File: src/rtl/lfsr_rng_pkg.sv
// Shared types and constants for the LFSR random-word scheduler.
// Pure declarations; no logic.
package lfsr_rng_pkg;

   typedef enum logic [1:0] {
      WARM = 2'd0,
      IDLE = 2'd1,
      STIR = 2'd2
   } state_e;

   localparam int              LFSR_W      = 32;
   localparam logic [LFSR_W-1:0] LOCKUP_WORD = 32'hFFFF_FFFF;

   function automatic int max_int(input int a, input int b);
      return (a > b) ? a : b;
   endfunction

endpackage

File: src/rtl/lfsr_rng_scheduler_if.sv
// Consumer and LFSR-side signals of the scheduler; slave = scheduler, master = its environment.
// Grants are single-cycle pulses; requests are levels held until granted.
interface lfsr_rng_scheduler_if
   import lfsr_rng_pkg::*;
#(
   parameter int NREQ = 4
);
   logic [NREQ-1:0]   req;
   logic              reseed;
   logic [LFSR_W-1:0] lfsr_seq;
   logic [NREQ-1:0]   gnt;
   logic [LFSR_W-1:0] data;
   logic              busy;
   logic              lfsr_reset;
   logic              lfsr_enable;

   modport slave (
      input  req, reseed, lfsr_seq,
      output gnt, data, busy, lfsr_reset, lfsr_enable
   );

   modport master (
      output req, reseed, lfsr_seq,
      input  gnt, data, busy, lfsr_reset, lfsr_enable
   );
endinterface

File: src/rtl/lfsr_rng_scheduler_rr_arbiter.sv
// Round-robin pick among NREQ requesters, searching from rr_ptr_i+1 with wrap.
// Purely combinational; vld_o low when nothing is requested.
module rr_arbiter #(
   parameter int NREQ  = 4,
   parameter int IDX_W = $clog2(NREQ)
) (
   input  logic [NREQ-1:0]  req_i,
   input  logic [IDX_W-1:0] rr_ptr_i,
   output logic [NREQ-1:0]  gnt_o,
   output logic [IDX_W-1:0] idx_o,
   output logic             vld_o
);
   logic [IDX_W-1:0] k;

   always_comb begin
      gnt_o = '0;
      idx_o = '0;
      vld_o = 1'b0;
      k     = '0;
      for (int i = 1; i <= NREQ; i++) begin
         k = IDX_W'((32'(rr_ptr_i) + 32'(i)) % NREQ);
         if (!vld_o && req_i[k]) begin
            gnt_o[k] = 1'b1;
            idx_o    = k;
            vld_o    = 1'b1;
         end
      end
   end
endmodule

File: src/rtl/lfsr_rng_scheduler.sv
// Shares one 32-bit LFSR among NREQ requesters: warm-up, round-robin word grants, STEP-shift stir.
// Optional XNOR all-ones lockup recovery with output lockup_err when LFSR_RNG_LOCKUP_CHECK_EN is defined.
module lfsr_rng_scheduler
   import lfsr_rng_pkg::*;
#(
   parameter int NREQ   = 4,
   parameter int STEP   = 32,
   parameter int WARMUP = 64
) (
   input  logic clock,
   input  logic reset,
`ifdef LFSR_RNG_LOCKUP_CHECK_EN
   output logic lockup_err,
`endif
   lfsr_rng_scheduler_if.slave sif
);
   localparam int IDX_W = $clog2(NREQ);
   localparam int CNT_W = $clog2(max_int(STEP, WARMUP) + 1);

   state_e            state_q, state_d;
   logic [CNT_W-1:0]  cnt_q, cnt_d;
   logic [NREQ-1:0]   gnt_q, gnt_d;
   logic [LFSR_W-1:0] data_q, data_d;
   logic [IDX_W-1:0]  rr_ptr_q, rr_ptr_d;
   logic              reseed_q, reseed_d;
   logic              lockup;

   logic [NREQ-1:0]   arb_gnt;
   logic [IDX_W-1:0]  arb_idx;
   logic              arb_vld;

   rr_arbiter #(.NREQ(NREQ), .IDX_W(IDX_W)) u_arb (
      .req_i    (sif.req),
      .rr_ptr_i (rr_ptr_q),
      .gnt_o    (arb_gnt),
      .idx_o    (arb_idx),
      .vld_o    (arb_vld)
   );

`ifdef LFSR_RNG_LOCKUP_CHECK_EN
   assign lockup     = !reset && (state_q != WARM) && (sif.lfsr_seq == LOCKUP_WORD);
   assign lockup_err = lockup;
`else
   assign lockup     = 1'b0;
`endif

   always_comb begin
      state_d  = state_q;
      cnt_d    = cnt_q;
      gnt_d    = '0;
      data_d   = data_q;
      rr_ptr_d = rr_ptr_q;
      reseed_d = 1'b0;
      // A lockup is recovered exactly like an external reseed.
      if (sif.reseed || lockup) begin
         state_d  = WARM;
         cnt_d    = '0;
         reseed_d = 1'b1;
      end else begin
         case (state_q)
            WARM: begin
               // Hold the count while the LFSR is in reset so warm-up is WARMUP real shifts.
               if (!reseed_q) begin
                  if (cnt_q == CNT_W'(WARMUP - 1)) begin
                     state_d = IDLE;
                     cnt_d   = '0;
                  end else begin
                     cnt_d = cnt_q + CNT_W'(1);
                  end
               end
            end
            IDLE: begin
               if (arb_vld) begin
                  gnt_d    = arb_gnt;
                  data_d   = sif.lfsr_seq;
                  rr_ptr_d = arb_idx;
                  state_d  = STIR;
                  cnt_d    = '0;
               end
            end
            STIR: begin
               if (cnt_q == CNT_W'(STEP - 1)) begin
                  state_d = IDLE;
                  cnt_d   = '0;
               end else begin
                  cnt_d = cnt_q + CNT_W'(1);
               end
            end
            default: begin
               state_d = WARM;
               cnt_d   = '0;
            end
         endcase
      end
   end

   always_ff @(posedge clock) begin
      if (reset) begin
         state_q  <= WARM;
         cnt_q    <= '0;
         gnt_q    <= '0;
         data_q   <= '0;
         rr_ptr_q <= IDX_W'(NREQ - 1);
         reseed_q <= 1'b0;
      end else begin
         state_q  <= state_d;
         cnt_q    <= cnt_d;
         gnt_q    <= gnt_d;
         data_q   <= data_d;
         rr_ptr_q <= rr_ptr_d;
         reseed_q <= reseed_d;
      end
   end

   assign sif.gnt         = gnt_q;
   assign sif.data        = data_q;
   assign sif.busy        = (state_q == WARM) || (state_q == STIR);
   assign sif.lfsr_enable = (state_q == WARM) || (state_q == STIR);
   assign sif.lfsr_reset  = reset | reseed_q;

endmodule

File: src/flat_wrapper.sv
// flat-port wrapper written by rule: the top's interface ports become plain ports
module lfsr_rng_scheduler_flat import lfsr_rng_pkg::*;
#(
   parameter int NREQ   = 4,
   parameter int STEP   = 32,
   parameter int WARMUP = 64
)
  (clock, reset, sif_req, sif_reseed, sif_lfsr_seq, sif_gnt, sif_data, sif_busy, sif_lfsr_reset, sif_lfsr_enable);
  lfsr_rng_scheduler_if #(.NREQ(NREQ)) sif_i ();
  input  logic clock;
  input  logic reset;
  input wire logic [$bits(sif_i.req)-1:0] sif_req;
  input wire logic [$bits(sif_i.reseed)-1:0] sif_reseed;
  input wire logic [$bits(sif_i.lfsr_seq)-1:0] sif_lfsr_seq;
  output wire logic [$bits(sif_i.gnt)-1:0] sif_gnt;
  output wire logic [$bits(sif_i.data)-1:0] sif_data;
  output wire logic [$bits(sif_i.busy)-1:0] sif_busy;
  output wire logic [$bits(sif_i.lfsr_reset)-1:0] sif_lfsr_reset;
  output wire logic [$bits(sif_i.lfsr_enable)-1:0] sif_lfsr_enable;
  assign sif_i.req = sif_req;
  assign sif_i.reseed = sif_reseed;
  assign sif_i.lfsr_seq = sif_lfsr_seq;
  assign sif_gnt = sif_i.gnt;
  assign sif_data = sif_i.data;
  assign sif_busy = sif_i.busy;
  assign sif_lfsr_reset = sif_i.lfsr_reset;
  assign sif_lfsr_enable = sif_i.lfsr_enable;
  lfsr_rng_scheduler #(.NREQ(NREQ), .STEP(STEP), .WARMUP(WARMUP)) u_core (.clock(clock), .reset(reset), .sif(sif_i));
endmodule
File: config.mk
export PLATFORM = sky130hd
export DESIGN_NAME = lfsr_rng_scheduler_flat
export DESIGN_NICKNAME = d
export VERILOG_FILES = /design/src/rtl/lfsr_rng_pkg.sv /design/src/rtl/lfsr_rng_scheduler_if.sv /design/src/rtl/lfsr_rng_scheduler_rr_arbiter.sv /design/src/rtl/lfsr_rng_scheduler.sv /design/src/flat_wrapper.sv
export SDC_FILE = /design/constraint.sdc
export NUM_CORES = 1
export LEC_CHECK = 0
export CORE_ASPECT_RATIO = 1.2
export CORE_MARGIN = 2
export CORE_UTILIZATION = 50
export DETAILED_ROUTE_END_ITERATION = 7
export GPL_ROUTABILITY_DRIVEN = 0
export PLACE_DENSITY = 0.86
export SETUP_SLACK_MARGIN = 0.1
export SYNTH_ARGS = -nofsm -noshare
export SYNTH_HDL_FRONTEND = slang
export SYNTH_SLANG_ARGS = --single-unit
File: constraint.sdc
create_clock -name clock -period 7 [get_ports clock]
set_input_delay 0.7 -clock clock [delete_from_list [all_inputs] [get_ports clock]]
set_output_delay 0.7 -clock clock [all_outputs]
set_load 0.1 [all_outputs]
==> impl_metrics.py <==
metrics = {
    "synthesis": {
        "netlist-cell-type-count": 50,
        "ys.flop_type": "dfxtp_1",
        "ys_warn_count": 0,
        "ys_ff_latch": 48,
        "syn-num-nets": 342,
        "synth_cells": 294,
        "postSynth.asyncResetShare_pct": 0,
        "synth_area_um2": 2406,
        "synth.avg_cell_area_um2": 8.184,
        "synth_edf_count": 0,
        "ys_seq_area_share_pct": 39.94,
    },
    "global_route": {
        "grt_overflow_total": 0,
        "grt_antenna_before_repair": 0,
        "first_global_vias": 2100,
        "grt_usage_pct": 21.60,
        "grt_max_degree": 42,
        "grt_pass1_wl_um": 9177,
    },
    "cells_and_area": {
        "layout_common_cells": "clkdlybuf4s50_1, nand2_1, dfxtp_1",
        "area_delta_synth_final_pct": 34.74,
        "regArea_um2": 960.9,
        "layout-drive-gt1-share_pct": 5.000,
        "nFillCells": 377,
        "post-route-cell-area_um2": 3242,
        "final_cells": 418,
        "multi_input_area_um2": 1310,
        "antenna_cells": 0,
        "layout_commonest_cell": "clkdlybuf4s50_1",
        "final_nets": 407,
    },
    "die": {
        "fp.dieW_um": 67.33,
        "start_util_pct": 51.99,
        "fp-row-count": 27,
        "pin_count": 78,
        "dieHeight_um": 79.99,
        "dieArea_um2": 5385,
        "core_area_um2": 4628,
    },
    "worst_setup_path": {
        "r2r_end": "u_core.sif.gnt[1]$_SDFF_PP0_",
        "required_ps": 6300,
        "end_kind": "primary output",
        "cp-startpoint": "reset",
        "cp_max_fo": 2,
        "r2r_cells": 6,
        "timing.rr.start": "u_core.rr_ptr_q[0]$_SDFFE_PP1P_",
        "cp.arrival_ps": 2390,
        "rrSetupSlack_ps": 4020,
        "crit_type": "in -> out",
        "critPathLaunchType": "input port",
    },
    "clock_tree": {
        "tritoncts": "done",
        "cts_root_buf": "clkbuf_8",
        "cts_max_path_buffers": 2,
        "clkTransAtPathRegs_ps": 90,
        "cts_post_setup_buffers_inserted": 0,
        "numCtsBuffers": 5,
        "insertion_delay_ps": 300,
        "htreeDepth": 2,
        "cts.sinks": 48,
        "postCtsHoldBufs": 0,
        "cts_resized": 0,
    },
    "hold_path": {
        "min_path_type": "reg -> reg",
        "min_from": "u_core.sif.data[13]$_SDFFE_PP0P_",
        "whs_path_depth": 2,
        "holdPathEnd": "u_core.sif.data[13]$_SDFFE_PP0P_",
    },
    "timing": {
        "fin_crit_ps": 3092,
        "slew_violations": 0,
        "tightest_slew_ps": 1141,
        "rsz0062_at_grt": "no",
        "fmax_mhz": 323.4,
        "max-slew-margin-rel_pct": 23.94,
        "hold_violations": 0,
        "setup_viol": 0,
        "tns_ps": 0,
        "finalCritPeriodShare_pct": 44.17,
        "clock_skew_ps": 4.331,
    },
    "power_and_ir_drop": {
        "p_leak_uw": 0.001129,
        "powerDensity_nw_per_um2": 153.3,
        "vdd_drop_max_v": 0.0001044,
    },
    "route": {
        "num_vias": 2329,
        "drc": 0,
        "drt_iter0_markers": 127,
        "viasPerCell": 5.572,
        "firstDrtPassIters": 4,
        "ant_nets": 0,
        "routed_wl_um": 5746,
        "post_drt_wl_per_cell_um": 13.75,
    },
    "placed_design": {
        "port_buffers": 77,
        "place_area_um2": 3144,
        "dp.cells": 410,
        "dp_hpwl_um": 3998,
    },
    "flow_run": {
        "drv_cap": 0,
    },
    "run_status": {
        "outcome": "finished clean",
    },
}
## registers in the layout, indices dropped and copies added, names as in the netlist
signal / cells
u_core.sif.gnt: 4
u_core.state_q: 2
u_core.rr_ptr_q: 2
u_core.sif.data: 32
u_core.reseed_q: 1
u_core.cnt_q: 7
## layout make-up
cell class              instances  area share (%)
clock buffers                   6           2.547
clock inverters                 2          0.4631
inverters                       6          0.6947
multi-input cells             220           40.41
flip-flops and latches         48           29.64
well taps                      58           2.239
repair buffers                 78           24.01
## stage by stage
stage,utilization (%),setup WS (ps),power [µW],hold WS [ps]
after CTS,70.05,3897,501.2,459.6
after floorplan,-,4515,303.2,448.5
after detailed placement,67.94,3611,328.0,447.0
after global placement,67.94,3727,328.0,440.6
final,70.05,3908,497.0,455.9
after global routing,70.05,3769,513.2,478.2
## per-layer routing
| layer | track usage, % | up-vias | share of wire, % |
|---|---|---|---|
| met5 | 0 | - | 0 |
| met4 | 7.551 | 0 | 1.0 |
| met3 | 5.501 | 6 | 8.2 |
| met2 | 37.03 | 86 | 46 |
| met1 | 25.66 | 1074 | 45 |
| li1 | - | 1163 | - |
## critical path: stages
cell	delay [ps]
clkdlybuf4s50_1	470
or2_2	100
clkdlybuf4s50_1	1120
## cells in the mapped netlist (2+ instances only)
library cell | count | area [µm²]
nand2b_1 | 6 | 37.54
nor3_1 | 2 | 10.01
o21ai_0 | 4 | 20.02
buf_2 | 9 | 45.04
and3_1 | 2 | 12.51
and2_1 | 3 | 18.77
nand3_1 | 7 | 35.03
mux2i_1 | 4 | 40.04
nand2_1 | 74 | 277.8
inv_1 | 6 | 22.52
or2b_1 | 4 | 30.03
mux2_2 | 3 | 33.78
a211oi_1 | 2 | 15.01
a21oi_1 | 37 | 185.2
or2_2 | 3 | 18.77
a31o_1 | 4 | 35.03
a221o_1 | 4 | 40.04
clkbuf_1 | 7 | 26.28
nor3b_1 | 3 | 22.52
dfxtp_1 | 48 | 960.9
a31oi_1 | 2 | 12.51
o22ai_1 | 4 | 25.02
nand4b_1 | 2 | 17.52
buf_6 | 3 | 33.78
and3b_1 | 2 | 17.52
or4_1 | 2 | 15.01
a32o_1 | 4 | 40.04
nor2_1 | 12 | 45.04
ha_1 | 9 | 112.6
a311oi_1 | 2 | 17.52
## cell families after synthesis
kind of cell	after synthesis	share of synthesized area, %
and+or+nand+nor	127	24.75
AOI/OAI and AO/OA	74	20.18
DFF	48	39.94
buffers and inverters	26	5.616
muxes	9	4.472
adders and majority gates	9	4.680
xor gates and xnor gates	1	0.3641
## worst max-delay path by stage
stage                                   endpoint  slack (ps)  cells past startpoint
floorplan           u_core.sif.gnt[0]$_SDFF_PP0_        4510                      8
global placement    u_core.sif.gnt[1]$_SDFF_PP0_        3730                      5
detailed placement  u_core.sif.gnt[0]$_SDFF_PP0_        3610                      5
CTS                               sif_lfsr_reset        3900                      3
global route        u_core.sif.gnt[0]$_SDFF_PP0_        3770                      5
finish                            sif_lfsr_reset        3910                      3
## power by group
group          switching [µW]  leakage (µW)  total (µW)  internal (µW)
clock                    94.6     0.0000434         175           80.0
combinational            20.8      0.000699        47.9           27.0
sequential              0.882      0.000387         274            274
Power figures use the tool's default switching activity.
==> edit, RTL diff (same flow settings) <==
Encoding of `state_e`: now one-hot (3 bits for 3 states).
--- a/src/rtl/lfsr_rng_pkg.sv
+++ b/src/rtl/lfsr_rng_pkg.sv
@@ -2,10 +2,10 @@
 // Pure declarations; no logic.
 package lfsr_rng_pkg;
 
-   typedef enum logic [1:0] {
-      WARM = 2'd0,
-      IDLE = 2'd1,
-      STIR = 2'd2
+   typedef enum logic [2:0] {
+      WARM = 3'b001,
+      IDLE = 3'b010,
+      STIR = 3'b100
    } state_e;
 
    localparam int              LFSR_W      = 32;
Function: no difference found for any inputs over 4 cycles, from zero or initial values and one cycle with reset high; so few cycles prove little.
==> edit against the unedited design <==
Cell count fell by 0.48%. Non-clock buffer count is the same. Count of clock-buffer cells in the layout unchanged. Worst setup slack worse by 0.44 ns. Power is 7.0% higher. Sequential cell count increased by 1. Largest cell class unchanged. Routed wire length grew 3.1%. Register-to-register slack better by 0.49 ns. Synthesized area grew 0.47%. Cell area grew 1.9%. Maximum frequency shrank 12%. First-iteration DRC count up 13%. Synthesized cell count is 1.4% lower. Clock skew decreased by 0.00079 ns.
==> edit: results (changes against the unedited design) <==
- CTS Sinks: 49 (was 48)
- Clock Skew: 0.00354 ns (was 0.00433 ns)
- Largest net degree at the start of global routing: 43 (was 42)
- Met1 wire length: 2420 um (was 2560 um)
- Metal2 WL: 2960 um (was 2650 um)
- Hold depth: 2 (unchanged)
- Initial antenna violation count: 0 (unchanged)
- 1st-iter DRT viols: 144 (was 127)
- Clock-cell share: 3.63% (was 3.01%)
- Share of layout cells above drive strength 1: 5.03% (was 5.00%)
- Yosys cell types: 44 (was 50)
- Post-synthesis sequential area ratio: 40.6% (was 39.9%)
- Non-clk invs: 8 (was 6)
- Hold path start: u_core.sif.data[31] (was u_core.sif.data[13])
- Run status: completed (unchanged)
- RR Endpoint: u_core.sif.gnt[1] (unchanged)
- Total GRT Usage: 22.8% (was 21.6%)
- Top post-synthesis cells by area: dfxtp_1 (41%), nand2_1 (11%), a21oi_1 (8.9%) (was dfxtp_1 (40%), nand2_1 (12%), a21oi_1 (7.7%))
- Via density: 5.62 (was 5.57)
- Final WL: 5930 um (was 5750 um)
- Clock Tree Buf Depth: 2 (unchanged)
- Met1 Use GR: 26.7% (was 25.7%)
- Peak supply drop: 0.000103 V (was 0.000104 V)
- H-tree level count: 2 (unchanged)
- Fill cells: 371 (was 377)
- Register area: 981 um2 (was 961 um2)
- Crit path largest cell delay: 1.12 ns (about the same)
- Number of port buffers: 77 (unchanged)
- Leakage: 1.14 nW (was 1.13 nW)
- R2R Setup Slk: 4.51 ns (was 4.02 ns)
- Multi-input logic area: 1320 um2 (was 1310 um2)
- Vias in the first global route: 2170 (was 2100)
- Antenna cell count: 0 (unchanged)
- Fin nets: 405 (was 407)
- Post-Layout Cell Count: 416 (was 418)
- HPWL after detailed placement: 4230 um (was 4000 um)
- Hold EP: u_core.sif.data[31] (was u_core.sif.data[13])
- Total iterations of the first detailed-routing run: 5 (was 4)
- First-pass GRT wire length: 9670 um (was 9180 um)
- Cell Area, Placed: 3180 um2 (was 3140 um2)
- P per Cell Area: 161 nW/um2 (was 153 nW/um2)
- Syn nets: 338 (was 342)
- Synth warn: 0 (unchanged)
- CTS clock-pin slew for the worst setup and hold paths: 0.08 ns
- Relative slew slack: 28.2% (was 23.9%)
- Crit path DAT: 2.83 ns (was 2.39 ns)
- Routed met3 length: 459 um (was 474 um)
- Count of multi-input gates: 215 (was 220)
- Mean Syn Cell Area: 8.34 um2 (was 8.18 um2)
- Met3 Usage GRT: 4.76% (was 5.50%)
- Internal power: 422 uW (was 381 uW)
- CP max FO: 42 (was 2)
- Uppermost layer routed: met4 (unchanged)
- Synth cell count leaders: nand2_1 (69), dfxtp_1 (49), a21oi_1 (43), buf_2 (10), ha_1 (9) (was nand2_1 (74), dfxtp_1 (48), a21oi_1 (37), nor2_1 (12))
- Grt met2 use: 39.9% (was 37.0%)
- Buffer share of cell area: 23.6% (was 24.0%)
## edit: logic make-up (layout without fill, tap and decap cells)
kind of cell | count (synthesis) | after routing | share of synthesized area, %
AND/OR/NAND/NOR | 121 | 121 | 25.3
AO/OA/AOI/OAI | 81 | 81 | 21.5
flip-flops | 49 | 49 | 40.6
buffers and inverters | 26 | 94 | 4.71
adder cells (fa/ha/maj) | 9 | 9 | 4.66
multiplexers | 4 | 4 | 3.21
## edit: power groups by stage
stage	Combinational (mW)	Sequential [mW]	Clock, mW
after floorplan	0.0178	0.286	0
after global placement	0.0453	0.287	0
after detailed placement	0.0455	0.287	0
after CTS	0.0460	0.280	0.211
after global routing	0.0495	0.281	0.221
final	0.0460	0.280	0.205
## edit: per-stage QoR
step	hold slack, ns	utilization (%)	setup slack [ns]
after floorplan	0.458	-	3.51
after global placement	0.441	68.8	3.46
after detailed placement	0.446	68.8	3.47
after CTS	0.459	71.4	3.46
after global routing	0.475	71.4	3.38
final	0.456	71.4	3.47
## edit: how the worst max path moves through the flow
| stage | startpoint | end | slack (ns) | cells after the start |
|---|---|---|---|---|
| 6_report | reset | sif_lfsr_reset | 3.47 | 4 |
| 5_1_grt | reset | sif_lfsr_reset | 3.38 | 4 |
| 4_1_cts | reset | sif_lfsr_reset | 3.46 | 4 |
| 3_5_place_dp | reset | sif_lfsr_reset | 3.47 | 4 |
| 3_3_place_gp | reset | sif_lfsr_reset | 3.46 | 4 |
| 2_1_floorplan | u_core.state_q[0] | sif_lfsr_enable | 3.51 | 4 |
## edit: worst max-delay path: cells and delay by family
family	cells	cell delay (ns)
buffers and inverters	3	1.93
AND/OR/NAND/NOR	1	0.19
